[src/rtl/uart_tx_frame_ctrl.sv]
// UART TX frame sequencer: start, LSB-first data, optional parity, stop.
// Define UART_TX_B2B_EN to accept a new byte during the stop bit.
module uart_tx_frame_ctrl #(
    parameter int DATA_WIDTH = 8
) (
    input  logic                  CLK,
    input  logic                  RST,
    input  logic [DATA_WIDTH-1:0] P_DATA,
    input  logic                  Data_Valid,
    input  logic                  PAR_EN,
    input  logic                  PAR_TYP,
    output logic [1:0]            mux_sel,
    output logic                  ser_data,
    output logic                  par_bit,
    output logic                  busy
);

    localparam int CW = ($clog2(DATA_WIDTH + 1) > 1) ? $clog2(DATA_WIDTH + 1) : 1;

    typedef enum logic [2:0] {
        IDLE,
        START,
        DATA,
        PARITY,
        STOP
    } state_t;

    state_t                state_q, state_d;
    logic [DATA_WIDTH-1:0] shift_q, shift_d;
    logic [CW-1:0]         cnt_q, cnt_d;
    logic                  par_en_q, par_en_d;
    logic                  par_q, par_d;
    logic                  sd_q, sd_d;
    logic [1:0]            mux_q, mux_d;
    logic                  busy_q, busy_d;
    logic                  accept;

    always_comb begin
        state_d  = state_q;
        shift_d  = shift_q;
        cnt_d    = cnt_q;
        par_en_d = par_en_q;
        par_d    = par_q;
        sd_d     = 1'b0;
        accept   = 1'b0;
        unique case (state_q)
            IDLE: accept = Data_Valid;
            START: begin
                // Present bit 0 on entry so each DATA cycle k shows bit k
                state_d = DATA;
                cnt_d   = '0;
                sd_d    = shift_q[0];
                shift_d = shift_q >> 1;
            end
            DATA: begin
                cnt_d = cnt_q + CW'(1);
                if (cnt_q == CW'(DATA_WIDTH - 1)) begin
                    state_d = par_en_q ? PARITY : STOP;
                end else begin
                    sd_d    = shift_q[0];
                    shift_d = shift_q >> 1;
                end
            end
            PARITY: state_d = STOP;
            STOP: begin
                state_d = IDLE;
`ifdef UART_TX_B2B_EN
                accept = Data_Valid;
`else
                accept = 1'b0;
`endif
            end
            default: state_d = IDLE;
        endcase
        if (accept) begin
            state_d  = START;
            shift_d  = P_DATA;
            par_en_d = PAR_EN;
            par_d    = PAR_TYP ? ~^P_DATA : ^P_DATA;
        end
        unique case (state_d)
            START:   mux_d = 2'b00;
            DATA:    mux_d = 2'b10;
            PARITY:  mux_d = 2'b11;
            default: mux_d = 2'b01;
        endcase
        busy_d = (state_d != IDLE);
    end

    always_ff @(posedge CLK) begin
        if (RST) begin
            state_q  <= IDLE;
            shift_q  <= '0;
            cnt_q    <= '0;
            par_en_q <= 1'b0;
            par_q    <= 1'b0;
            sd_q     <= 1'b0;
            mux_q    <= 2'b01;
            busy_q   <= 1'b0;
        end else begin
            state_q  <= state_d;
            shift_q  <= shift_d;
            cnt_q    <= cnt_d;
            par_en_q <= par_en_d;
            par_q    <= par_d;
            sd_q     <= sd_d;
            mux_q    <= mux_d;
            busy_q   <= busy_d;
        end
    end

    assign mux_sel  = mux_q;
    assign ser_data = sd_q;
    assign par_bit  = par_q;
    assign busy     = busy_q;

endmodule

[config.mk]
export PLATFORM = sky130hd
export DESIGN_NAME = uart_tx_frame_ctrl
export DESIGN_NICKNAME = d
export VERILOG_FILES = /design/src/rtl/uart_tx_frame_ctrl.sv
export SDC_FILE = /design/constraint.sdc
export NUM_CORES = 1
export LEC_CHECK = 0
export ABC_AREA = 1
export ABC_CLOCK_PERIOD_IN_PS = 1200
export CAP_MARGIN = 0
export CORE_UTILIZATION = 47
export CTS_BUF_LIST = sky130_fd_sc_hd__clkbuf_8
export CTS_CLUSTER_DIAMETER = 200
export CTS_CLUSTER_SIZE = 10
export DETAILED_ROUTE_END_ITERATION = 16
export PLACE_DENSITY = 0.81
export REMOVE_ABC_BUFFERS = 1
export SYNTH_ARGS = -nofsm -noshare
export SYNTH_HDL_FRONTEND = slang
export SYNTH_SLANG_ARGS = --single-unit
[constraint.sdc]
create_clock -name CLK -period 1.2 [get_ports CLK]
set_input_delay 0.24 -clock CLK [delete_from_list [all_inputs] [get_ports CLK]]
set_output_delay 0.24 -clock CLK [all_outputs]
set_load 0.01 [all_outputs]
# Word level (Yosys, flattened, before mapping)
# Index checks and enable logic that the tools add are counted.
# op_classes
reduce_logical	7
mux	13
addsub	1
eq_ne	8
# ops
cell	count
8-bit 2-to-1 mux	2
8-bit one-hot mux with 2 select lines	1
3-bit by 2-bit == test with 1-bit output, second input constant	4
3-bit one-hot mux with 4 select lines	1
3-bit 2-to-1 mux	3
4-bit one-hot mux with 2 select lines	1
8-bit XNOR reduction	1
8-bit XOR reduction	1
3-bit by 1-bit == test with 1-bit output, second input constant	2
2-bit one-hot mux with 3 select lines	1
3-bit nonzero test	2
4-bit by 1-bit adder with 4-bit output, second input constant	1
4-bit by 3-bit == test with 1-bit output, second input constant	1
3-bit zero test	1
1-bit 2-to-1 mux	3
3-bit != test, second input constant	1
1-bit one-hot mux with 2 select lines	1
2-bit AND reduction	1
2-bit nonzero test	1
# totals
output_inout_bits	5
register_bits	21
inputBits	13
word_cells	37

# Depth between registers and ports, before layout
# logic_depth
depth_word	6
ltp_mapped	10
mapped_depth_nobuf	10

# Least setup slack after synthesis
# Ideal clock, no wire load.
# synth_timing
kind	register to register
startpoint	register cnt_q[0]
endpoint	register shift_q[4]
slack_ns	-0.055
setup_ns	0.116
path_stages_with_launch	9
period_less_slack_ns	1.255
arrival_ns	1.139
path_buffers	0
t_required_ns	1.084
path_cell_list	dfxtp_1 ha_1 nand2_1 nor2_2 o21ai_2 nor2_4 inv_2 nor2_1 nor2_1
# synth_via
elab_chain_cells	3
# synth_lines
element	line	source
from (decl)	30	logic [CW-1:0] cnt_q, cnt_d;
from (signal assigned)	103	cnt_q <= cnt_d;
4-bit by 3-bit == test with 1-bit output	57	if (cnt_q == CW'(DATA_WIDTH - 1)) begin
3-bit != test (no source line)	n/a	
2-bit AND reduction (no source line)	n/a	
to (signal assigned)	102	shift_q <= shift_d;
to (decl)	29	logic [DATA_WIDTH-1:0] shift_q, shift_d;
# No other way between the ends.
# A chain may end at the register's enable or synchronous reset.

# Worst setup path in the final report
# layout_timing
startpoint	register cnt_q[0]
endpoint	register shift_q[2]
# The elaborated chain is that of the path after synthesis.

==> tab_implementation.tex <==
\begin{tabular}{lr}
\hline
Metric & Value \\
\hline
\multicolumn{2}{l}{\textbf{Run status}} \\
Outcome & finished with violations \\
Failing checks & setup timing \\
\multicolumn{2}{l}{\textbf{Synth}} \\
Yosys warning total & 0 \\
Instance count of the mapped netlist & 148 \\
Leading cell types by count after synthesis & 41 x nand2\_1, 22 x nor2\_1, 21 x dfxtp\_1 \\
Top flip-flop cell by instance count after synthesis & dfxtp\_1 \\
Total of flip-flops plus latches after synthesis & 21 \\
Proportion of synthesized flip-flops having asynchronous set or reset & 0\% \\
Most frequent cell after synthesis & nand2\_1 \\
Ranking of synthesized cells by area & dfxtp\_1 41\%, nand2\_1 15\%, nor2\_1 8.1\%, inv\_1 5.5\%, o21ai\_0 5.4\% \\
Library cell with the largest summed area after synthesis & dfxtp\_1 \\
Post-synthesis cell type count & 23 \\
Area share of the leading cell type in the synthesized netlist & 41.33\% \\
Syn Area/Cell & 6.873 µm² \\
Number of flops mapped to enable cells by yosys & 0 \\
Fraction of the yosys area taken by sequential cells & 41.33\% \\
Synthesized area & 1017 µm² \\
\multicolumn{2}{l}{\textbf{Min path}} \\
Worst hold stages & 4 \\
Type of the most critical hold path & in2reg \\
Worst Hold End & shift\_q[7] \\
Hold\_sp & P\_DATA[7] \\
\multicolumn{2}{l}{\textbf{Pwr}} \\
Max rail drop VDD & 0.7103 mV \\
Lkg Pwr & 0.0008474 µW \\
Ratio of total power to cell area & 1104 nW/µm² \\
Power consumption & 1830 µW \\
\multicolumn{2}{l}{\textbf{Clock tree}} \\
H-tree depth reported by CTS & 1 \\
Hold buffer count at CTS & 0 \\
Clock tree from TritonCTS & built \\
Number of buffers created by CTS & 3 \\
Clock tree root driver cell & clkbuf\_8 \\
Clock latency of the later-clocked register in the worst-skew pair & 0.26 ns \\
Reg clk slew, reported paths & 0.08 ns \\
Buffers from clock root to sink, at most & 2 \\
Number of sinks on the clock net & 21 \\
\multicolumn{2}{l}{\textbf{STA}} \\
Setup ws final & -0.1658 ns \\
Max Fclk & 0.7322 GHz \\
Transition time at the pin with the least slew margin & 0.2801 ns \\
Final min period & 1.366 ns \\
Final worst-path cycle share & 113.8\% \\
Relative slew slack & 81.31\% \\
Final setup violation count & 17 \\
Summed negative setup slack over all endpoints & -1.772 ns \\
Layout Skew & 0.007144 ns \\
Final slew viol count & 0 \\
RSZ-0062 raised after global routing & true \\
Final hold violation count & 0 \\
\multicolumn{2}{l}{\textbf{Setup path}} \\
Slack of the worst reg-to-reg path & -0.17 ns \\
CP Launch Type & flop \\
Worst Path Class, Setup & reg2reg \\
Critical Path RT & 1.36 ns \\
Reg-to-reg endpoint & shift\_q[2] \\
Start of the worst register-to-register path & cnt\_q[0] \\
Kind of capture point of the worst setup path & flop \\
Register-to-Register Path Depth & 8 \\
Highest net fanout along the worst path & 5 \\
Data arrival, critical path & 1.52 ns \\
\multicolumn{2}{l}{\textbf{Route}} \\
Antenna-violating nets left & 0 \\
Vias & 1,240 \\
Vias per inst & 5.586 \\
DRC violation total after the first TritonRoute iteration & 39 \\
Remaining routing DRC violations & 0 \\
Wire length per cell & 16.53 µm \\
Detailed-router iteration count before antenna repair & 4 \\
Detailed Route WL & 3670 µm \\
\multicolumn{2}{l}{\textbf{Global route}} \\
First-pass GRT wire length & 4788 µm \\
GR Util All Layers & 26.61\% \\
Pin count of the biggest net entering global routing & 14 \\
Aggregate global routing overflow & 0 \\
Number of global-route vias before repair & 1,187 \\
Number of antenna violations at the first check in global routing & 0 \\
\multicolumn{2}{l}{\textbf{Placement}} \\
Number of port buffers & 17 \\
Post-Place Cells & 209 \\
Gpl congestion & 0.8107 \\
Worst Setup Slack post-DPL & -0.3187 ns \\
DP HPWL & 1845 µm \\
\multicolumn{2}{l}{\textbf{Finish}} \\
Number of fill cells in the layout & 112 \\
Fraction of layout instances using a drive strength above 1 & 34.87\% \\
Layout area overhead & 62.98\% \\
Non-filler cells in the finished layout & 222 \\
Number of inserted diodes & 0 \\
Post-layout nets & 210 \\
\multicolumn{2}{l}{\textbf{Run}} \\
MaxCap Viol Count & 0 \\
\multicolumn{2}{l}{\textbf{Floorplanning}} \\
Floorplan core area & 2002 µm² \\
Die boundary width & 48.52 µm \\
Initial core utilization & 50.81\% \\
Die area & 2354 µm² \\
Number of top-level pins & 18 \\
DIE HEIGHT & 48.52 µm \\
Row Count & 16 \\
\hline
\end{tabular}
## worst max path at each step
stage / startpoint / end / slack [ns] / cells after the start
5_1_grt: cnt_q[0] / shift_q[4] / -0.20 / 7
3_5_place_dp: Data_Valid / shift_q[3] / -0.32 / 7
2_1_floorplan: cnt_q[0] / shift_q[4] / -0.05 / 8
4_1_cts: cnt_q[1] / shift_q[3] / -0.10 / 8
3_3_place_gp: Data_Valid / shift_q[2] / -0.26 / 7
6_report: cnt_q[0] / shift_q[2] / -0.17 / 8
## cell families after synthesis
logic type / count (synthesis) / synth area share, %
adder cells (fa/ha/maj): 1 / 1.230
buffers and inverters: 21 / 8.733
flip-flops: 21 / 41.33
XOR/XNOR: 1 / 0.8612
AND/OR/NAND/NOR: 75 / 32.23
AO/OA/AOI/OAI: 29 / 15.62
## cell type report
cell class,instances,area [µm²],area share (%)
tap,27,33.78,2.038
clock buffer,3,41.29,2.491
sequential,21,427.9,25.81
multi-input combinational,108,640.6,38.64
clock inverter,1,3.754,0.2264
inverter,18,77.57,4.679
timing repair buffer,44,432.9,26.11
## power by group
| part | internal, µW | switching [µW] | total [µW] |
|---|---|---|---|
| logic | 252 | 307 | 559 |
| clock network | 228 | 236 | 464 |
| registers | 760 | 46.4 | 807 |
## sequential cells by signal, indices dropped and copies added, names as in the netlist
name and flops:
busy 1, cnt_q 4, mux_sel 2, par_bit 1
par_en_q 1, ser_data 1, shift_q 8, state_q 3
## worst max-delay path: stages (launching register included)
cell	delay, ns
dfxtp_2	0.34
ha_4	0.18
nand2_4	0.08
nor2_4	0.04
o21ai_4	0.23
nor2_4	0.09
buf_6	0.12
o21ai_2	0.13
nor2_1	0.05
## metal layers
metal  GRT usage [%]  wire length, µm  vias to the layer above
met1           25.54             1433                      584
met2           51.17             1834                       69
li1                -                -                      562
met4           15.69              200                        0
met3           5.975              202                       25
met5               0                0                        -
## stage by stage
step	utilization, %	instance area (µm²)	hold slack, ns
after global placement	68.06	1363	0.4331
after detailed placement	68.06	1363	0.4377
after CTS	74.75	1496	0.4531
after floorplan	-	996.0	0.3091
final	82.81	1658	0.4614
after global routing	82.81	1658	0.4535
## what timing repair did
| action | in CTS | in global routing |
|---|---|---|
| gates cloned | 1 | 1 |
| gates resized for setup | 22 | 44 |
| buffers inserted | 4 | 4 |
| endpoints found under the setup margin | 17 | 20 |
| pin swaps | 7 | 14 |
| hold endpoints to repair | 0 | 0 |
## cell usage in the layout, fill, tap and decap left out, types with 2 or more instances in the layout
| cell | netlist | final |
|---|---|---|
| nand2_1 | 41 | 39 |
| inv_4 | 0 | 2 |
| inv_1 | 15 | 13 |
| nand3_4 | 1 | 2 |
| clkdlybuf4s50_1 | 0 | 3 |
| dfxtp_2 | 0 | 3 |
| inv_2 | 3 | 3 |
| nand3_2 | 1 | 2 |
| dlygate4sd2_1 | 0 | 5 |
| a21oi_1 | 7 | 5 |
| nand3_1 | 5 | 4 |
| dfxtp_1 | 21 | 17 |
| nor2_4 | 1 | 5 |
| buf_4 | 0 | 20 |
| o21ai_0 | 11 | 3 |
| o21ai_1 | 6 | 9 |
| o21ai_2 | 2 | 6 |
| a21oi_2 | 0 | 2 |
| nor2_2 | 2 | 5 |
| nor2_1 | 22 | 16 |
| dlymetal6s2s_1 | 0 | 9 |
| buf_6 | 1 | 5 |
| buf_12 | 0 | 2 |
| clkbuf_8 | 0 | 3 |
Note: power is estimated with default switching activity, not from simulation.
